**config.mk**
```make
export PLATFORM = sky130hd
export DESIGN_NAME = b08_driver
export DESIGN_NICKNAME = d
export VERILOG_FILES = /design/src/rtl/b08_pkg.sv /design/src/rtl/b08_lfsr8.sv /design/src/rtl/b08_driver.sv
export SDC_FILE = /design/constraint.sdc
export NUM_CORES = 1
export LEC_CHECK = 0
export ABC_AREA = 1
export BUFFER_PORTS_ARGS = -buffer_cell sky130_fd_sc_hd__buf_4
export CORE_MARGIN = 5
export CORE_UTILIZATION = 30
export CTS_CLUSTER_SIZE = 25
export DETAILED_ROUTE_END_ITERATION = 8
export SKIP_LAST_GASP = 1
export SLEW_MARGIN = 15
export SYNTH_ARGS = -nofsm -noshare
export SYNTH_HDL_FRONTEND = slang
export SYNTH_SLANG_ARGS = --single-unit
```
**constraint.sdc**
```tcl
create_clock -name clock -period 2.51 [get_ports clock]
set_input_delay 0.753 -clock clock [delete_from_list [all_inputs] [get_ports clock]]
set_output_delay 0.753 -clock clock [all_outputs]
set_load 0.02 [all_outputs]
```
**src/rtl/b08_pkg.sv**
```systemverilog
// Shared types and constants for the b08 stimulus driver.
// Holds the FSM state type, strobe length and the LFSR/MISR tap masks.
package b08_pkg;

  typedef enum logic [2:0] {
    IDLE,
    STROBE,
    WAIT,
    CAPTURE,
    DONE
  } state_t;

  localparam int          START_HIGH = 2;
  localparam logic [7:0]  LFSR_TAPS  = 8'hB8;
  localparam logic [15:0] MISR_TAPS  = 16'hB400;

  // One MISR step: shift left with tap feedback, then fold in the 4-bit result.
  function automatic logic [15:0] misr_step(input logic [15:0] sig, input logic [3:0] o);
    misr_step = {sig[14:0], ^(sig & MISR_TAPS)} ^ {12'h000, o};
  endfunction

endpackage

```
**src/rtl/b08_lfsr8.sv**
```systemverilog
// 8-bit Fibonacci LFSR with synchronous load and advance enable.
// The seed is forced non-zero so the register can never lock up at all-zeros.
module b08_lfsr8
  import b08_pkg::*;
#(
  parameter logic [7:0] SEED = 8'hA5
) (
  input  logic       clock,
  input  logic       reset,
  input  logic       load,
  input  logic       enable,
  output logic [7:0] next_word
);

  localparam logic [7:0] SEED_SAFE = (SEED == 8'h00) ? 8'h01 : SEED;

  logic [7:0] q;

  // The upcoming value is exported so the driver can register it on the same edge.
  always_comb begin
    next_word = q;
    if (load) begin
      next_word = SEED_SAFE;
    end else if (enable) begin
      next_word = {q[6:0], ^(q & LFSR_TAPS)};
    end
  end

  always_ff @(posedge clock or posedge reset) begin
    if (reset) begin
      q <= SEED_SAFE;
    end else begin
      q <= next_word;
    end
  end

endmodule

```
**src/rtl/b08_driver.sv**
```systemverilog
// Stimulus engine for the b08 matcher: strobes LFSR words into it, samples
// the 4-bit result after a settle window and compresses results into a MISR.
module b08_driver
  import b08_pkg::*;
#(
  parameter int         NUM_VECTORS = 16,
  parameter int         WAIT_CYCLES = 16,
  parameter logic [7:0] LFSR_SEED   = 8'hA5
) (
  input  logic        clock,
  input  logic        reset,
  input  logic        run,
  input  logic        abort,
  output logic        START,
  output logic        I_7_,
  output logic        I_6_,
  output logic        I_5_,
  output logic        I_4_,
  output logic        I_3_,
  output logic        I_2_,
  output logic        I_1_,
  output logic        I_0_,
  input  logic        O_REG_3_,
  input  logic        O_REG_2_,
  input  logic        O_REG_1_,
  input  logic        O_REG_0_,
  output logic [3:0]  result,
  output logic        result_valid,
  output logic        busy,
  output logic        done,
  output logic [15:0] signature
);

  state_t      state;
  state_t      next_state;
  logic [15:0] cnt;
  logic [8:0]  vec_idx;
  logic [7:0]  word;
  logic [7:0]  next_word;
  logic [3:0]  o_in;
  logic        start_run;
  logic        capture;
  logic        load_word;

  assign o_in = {O_REG_3_, O_REG_2_, O_REG_1_, O_REG_0_};
  assign {I_7_, I_6_, I_5_, I_4_, I_3_, I_2_, I_1_, I_0_} = word;

  // Abort overrides every transition, including a run request seen in IDLE.
  always_comb begin
    next_state = state;
    case (state)
      IDLE:    if (run) next_state = STROBE;
      STROBE:  if (cnt == 16'(START_HIGH - 1)) next_state = WAIT;
      WAIT:    if (cnt == 16'(WAIT_CYCLES - 1)) next_state = CAPTURE;
      CAPTURE: next_state = (vec_idx < 9'(NUM_VECTORS - 1)) ? STROBE : DONE;
      DONE:    next_state = IDLE;
      default: next_state = IDLE;
    endcase
    if (abort) next_state = IDLE;
  end

  assign start_run = (state == IDLE) && (next_state == STROBE);
  assign capture   = (state == CAPTURE) && !abort;
  assign load_word = (state != STROBE) && (next_state == STROBE);

  b08_lfsr8 #(.SEED(LFSR_SEED)) u_lfsr (
    .clock     (clock),
    .reset     (reset),
    .load      (start_run),
    .enable    (capture),
    .next_word (next_word)
  );

  // Outputs are decoded from next_state so they are registered yet cycle-aligned with the state.
  always_ff @(posedge clock or posedge reset) begin
    if (reset) begin
      state        <= IDLE;
      cnt          <= 16'd0;
      vec_idx      <= 9'd0;
      word         <= 8'h00;
      START        <= 1'b0;
      busy         <= 1'b0;
      done         <= 1'b0;
      result       <= 4'h0;
      result_valid <= 1'b0;
      signature    <= 16'h0000;
    end else begin
      state        <= next_state;
      cnt          <= (next_state != state) ? 16'd0 : cnt + 16'd1;
      START        <= (next_state == STROBE);
      busy         <= (next_state != IDLE);
      done         <= (next_state == DONE);
      result_valid <= capture;
      if (load_word) word <= next_word;
      if (start_run) begin
        vec_idx   <= 9'd0;
        signature <= 16'h0000;
      end else if (capture) begin
        vec_idx   <= vec_idx + 9'd1;
        result    <= o_in;
        signature <= misr_step(signature, o_in);
      end
    end
  end

endmodule

```
==> results.py <==
metrics = {
    "drt": {
        "avgRoutedWirePerCell_um": 11.7,
        "route.antenna.remaining_nets": 0,
        "drt_first_pass_iters": 4,
        "vias_per_cell": 4.41,
        "num_vias": 2523,
        "first_iter_violations": 81,
        "drt-total-wl_um": 6670,
        "route.detailed.drc": 0,
    },
    "logic_synthesis": {
        "ys_types": 30,
        "ys_seq_area_share_pct": 52.8,
        "synthTopCellsByArea": "dfrtp_1 50%, nand2_1 14%, nand3_1 5.6%",
        "syn_area_um2": 3230,
        "synth_cells": 382,
        "syn_avg_cell_area_um2": 8.47,
        "syn-num-nets": 393,
        "synth_top_area_share_pct": 49.5,
        "ys_ff_latch": 68,
        "yosysTopAreaCell": "dfrtp_1",
        "ys.warnings.count": 0,
    },
    "timing": {
        "maxSlewHeadroom_pct": 64.4,
        "finalSetupViolCount": 0,
        "slew_viol_final": 0,
        "fmax_mhz": 507,
        "setup-tns-final_ps": 0,
        "final.min_clock_period_ps": 1970,
        "post-route-period-util_pct": 78.6,
        "finalHoldViolations": 0,
        "rsz0062_at_grt": "no",
        "worst_pin_slew_ps": 533,
        "clock_skew_ps": 6.43,
    },
    "floorplanning": {
        "num_io_pins": 40,
        "coreArea_um2": 10700,
        "die_w_um": 114,
        "die_h_um": 114,
        "die-area_um2": 13000,
        "rows": 38,
        "start_util_pct": 30.2,
    },
    "placed_design": {
        "numPortBuffers": 39,
        "place_congestion": 0.813,
        "dp_hpwl_um": 4580,
    },
    "final_layout": {
        "area.growth.synth_to_final_pct": 20.3,
        "antenna_cells": 0,
        "final_common_cell": "nand2_1",
        "nNetsFinal": 438,
        "final_cell_mix": "120 x nand2_1, 64 x dfrtp_1, 44 x buf_4",
        "drive_gt1_share_pct": 20.4,
        "n_fill_cell": 1108,
    },
    "clocking": {
        "holdBufCountCts": 0,
        "cts_htree_levels": 3,
        "cts.sinks": 68,
        "clkLatencyLatePin_ps": 350,
        "cts_buffer_depth": 2,
        "cts-buffers-inserted": 9,
        "cts_resized": 0,
        "clk_pin_slew_ps": 80,
        "cts_root_buf": "clkbuf_8",
        "cts_tree": "built",
        "cts_setup_buffers": 0,
    },
    "critical_path": {
        "r2r-end": "word[5]",
        "cp_max_fo": 37,
        "crit_path_start": "cnt[0]",
        "r2r_start": "cnt[0]",
        "crit_path_end": "word[5]",
        "startpoint_type": "register",
        "rr_worst_depth": 12,
        "crit_path_end_kind": "register",
        "r2r_setup_slack_ps": 540,
        "arrival_ps": 2220,
        "worst_ep_required_time_ps": 2750,
        "critPathKind": "reg2reg",
    },
    "grt": {
        "grt_pass1_vias": 2508,
        "grt_antenna_before_repair": 0,
        "grt-ovfl-total": 0,
        "grt_max_degree": 47,
        "grt_pass1_wl_um": 11800,
        "grt_usage_pct": 11.2,
    },
    "hold_path": {
        "worst_hold_path_type": "in2async",
    },
    "power": {
        "ir_worst_vdd_mv": 0.381,
        "pwr-share-seq_pct": 45.1,
        "switchingPower_mw": 0.998,
        "combPwrFrac_pct": 25.3,
        "cellPowerDensity_nw_per_um2": 763,
        "cellLeakagePower_nw": 2.14,
        "cell_internal_pwr_mw": 1.97,
        "clkPwrFrac_pct": 29.6,
        "switching_share_pct": 33.6,
        "power_mw": 2.97,
    },
    "flow_run": {
        "maxCapViolations": 0,
    },
    "outcome": {
        "outcome": "finished clean",
    },
}
==> power groups by stage <==
stage          logic, mW  registers, mW  clock network (mW)
2_1_floorplan      0.412           1.45                   0
3_3_place_gp       0.753           1.36                   0
3_5_place_dp       0.764           1.36                   0
4_1_cts            0.767           1.34               0.918
5_1_grt            0.837           1.36               0.968
6_report           0.750           1.34               0.881
==> sequential cells by signal (all words and copies together) (netlist names) <==
register      count
signature        16
result            4
cnt              16
vec_idx           9
START             1
u_lfsr.q          8
state             3
word              8
result_valid      1
done              1
busy              1
==> Yosys cell counts, drive strengths merged <==
master	n
dfstp	4
a21oi	2
nand3b	3
nor4	1
xor2	16
o21ai	6
nor3	5
nand2	124
xnor2	9
buf	6
nand3	36
o211ai	1
a21o	2
or2	1
a31oi	1
nor2	44
inv	42
ha	3
clkbuf	5
dfrtp	64
mux2i	1
nand4	6
==> per-layer routing <==
layer	part of all wire (%)	track usage, %	wire (um)
met2	44	16.3	2930
met1	48	14.9	3210
met5	0	0	0
met4	0.37	3.48	25
met3	7.5	4.83	500
==> area by class of cell <==
class                      instances  area, um^2  area share (%)
sequential                        68        1710            43.8
multi-input combinational        261        1310            33.7
timing repair buffer              45         350            9.00
tap                              140         175            4.50
inverter                          42         158            4.05
clock buffer                      10         128            3.28
clock inverter                     6        65.1            1.67
==> worst min-delay path by stage <==
stage	cells after the start	slack [ps]	startpoint	endpoint
global placement	2	470	word[3]	word[3]
floorplan	1	460	cnt[0]	cnt[0]
global route	2	480	reset	done
finish	2	450	reset	done
detailed placement	2	470	result[0]	result[0]
CTS	2	440	reset	state[2]
==> worst max-delay path, stage by stage, from the launching register on <==
cell	delay (ps)
dfrtp_1	420
ha_1	240
nand3_1	150
nor2_1	70
nand3_1	80
nand2_1	50
inv_1	60
nand2_2	100
nand4_4	80
buf_4	350
nand2_1	140
nand2_1	90
nand2_1	50
==> cell families after synthesis <==
family	share of synthesized area, %
simple gates	30.0
flops	52.8
buf+inv	6.73
xor+xnor	6.77
compound gates	2.24
fa+ha+maj	1.16
mux	0.309
==> metrics by stage <==
stage / std cells / cell area (um^2) / hold WS [ps] / util [%] / setup slack [ps]
final: 572 / 3890 / 450 / 36.4 / 537
after global routing: 572 / 3890 / 479 / 36.4 / 285
after floorplan: 382 / 3230 / 459 / - / 52.1
after detailed placement: 556 / 3700 / 472 / 34.6 / 435
after global placement: 556 / 3700 / 471 / 34.6 / 474
after CTS: 572 / 3890 / 441 / 36.4 / 522
Note: power is estimated with default switching activity, not from simulation.
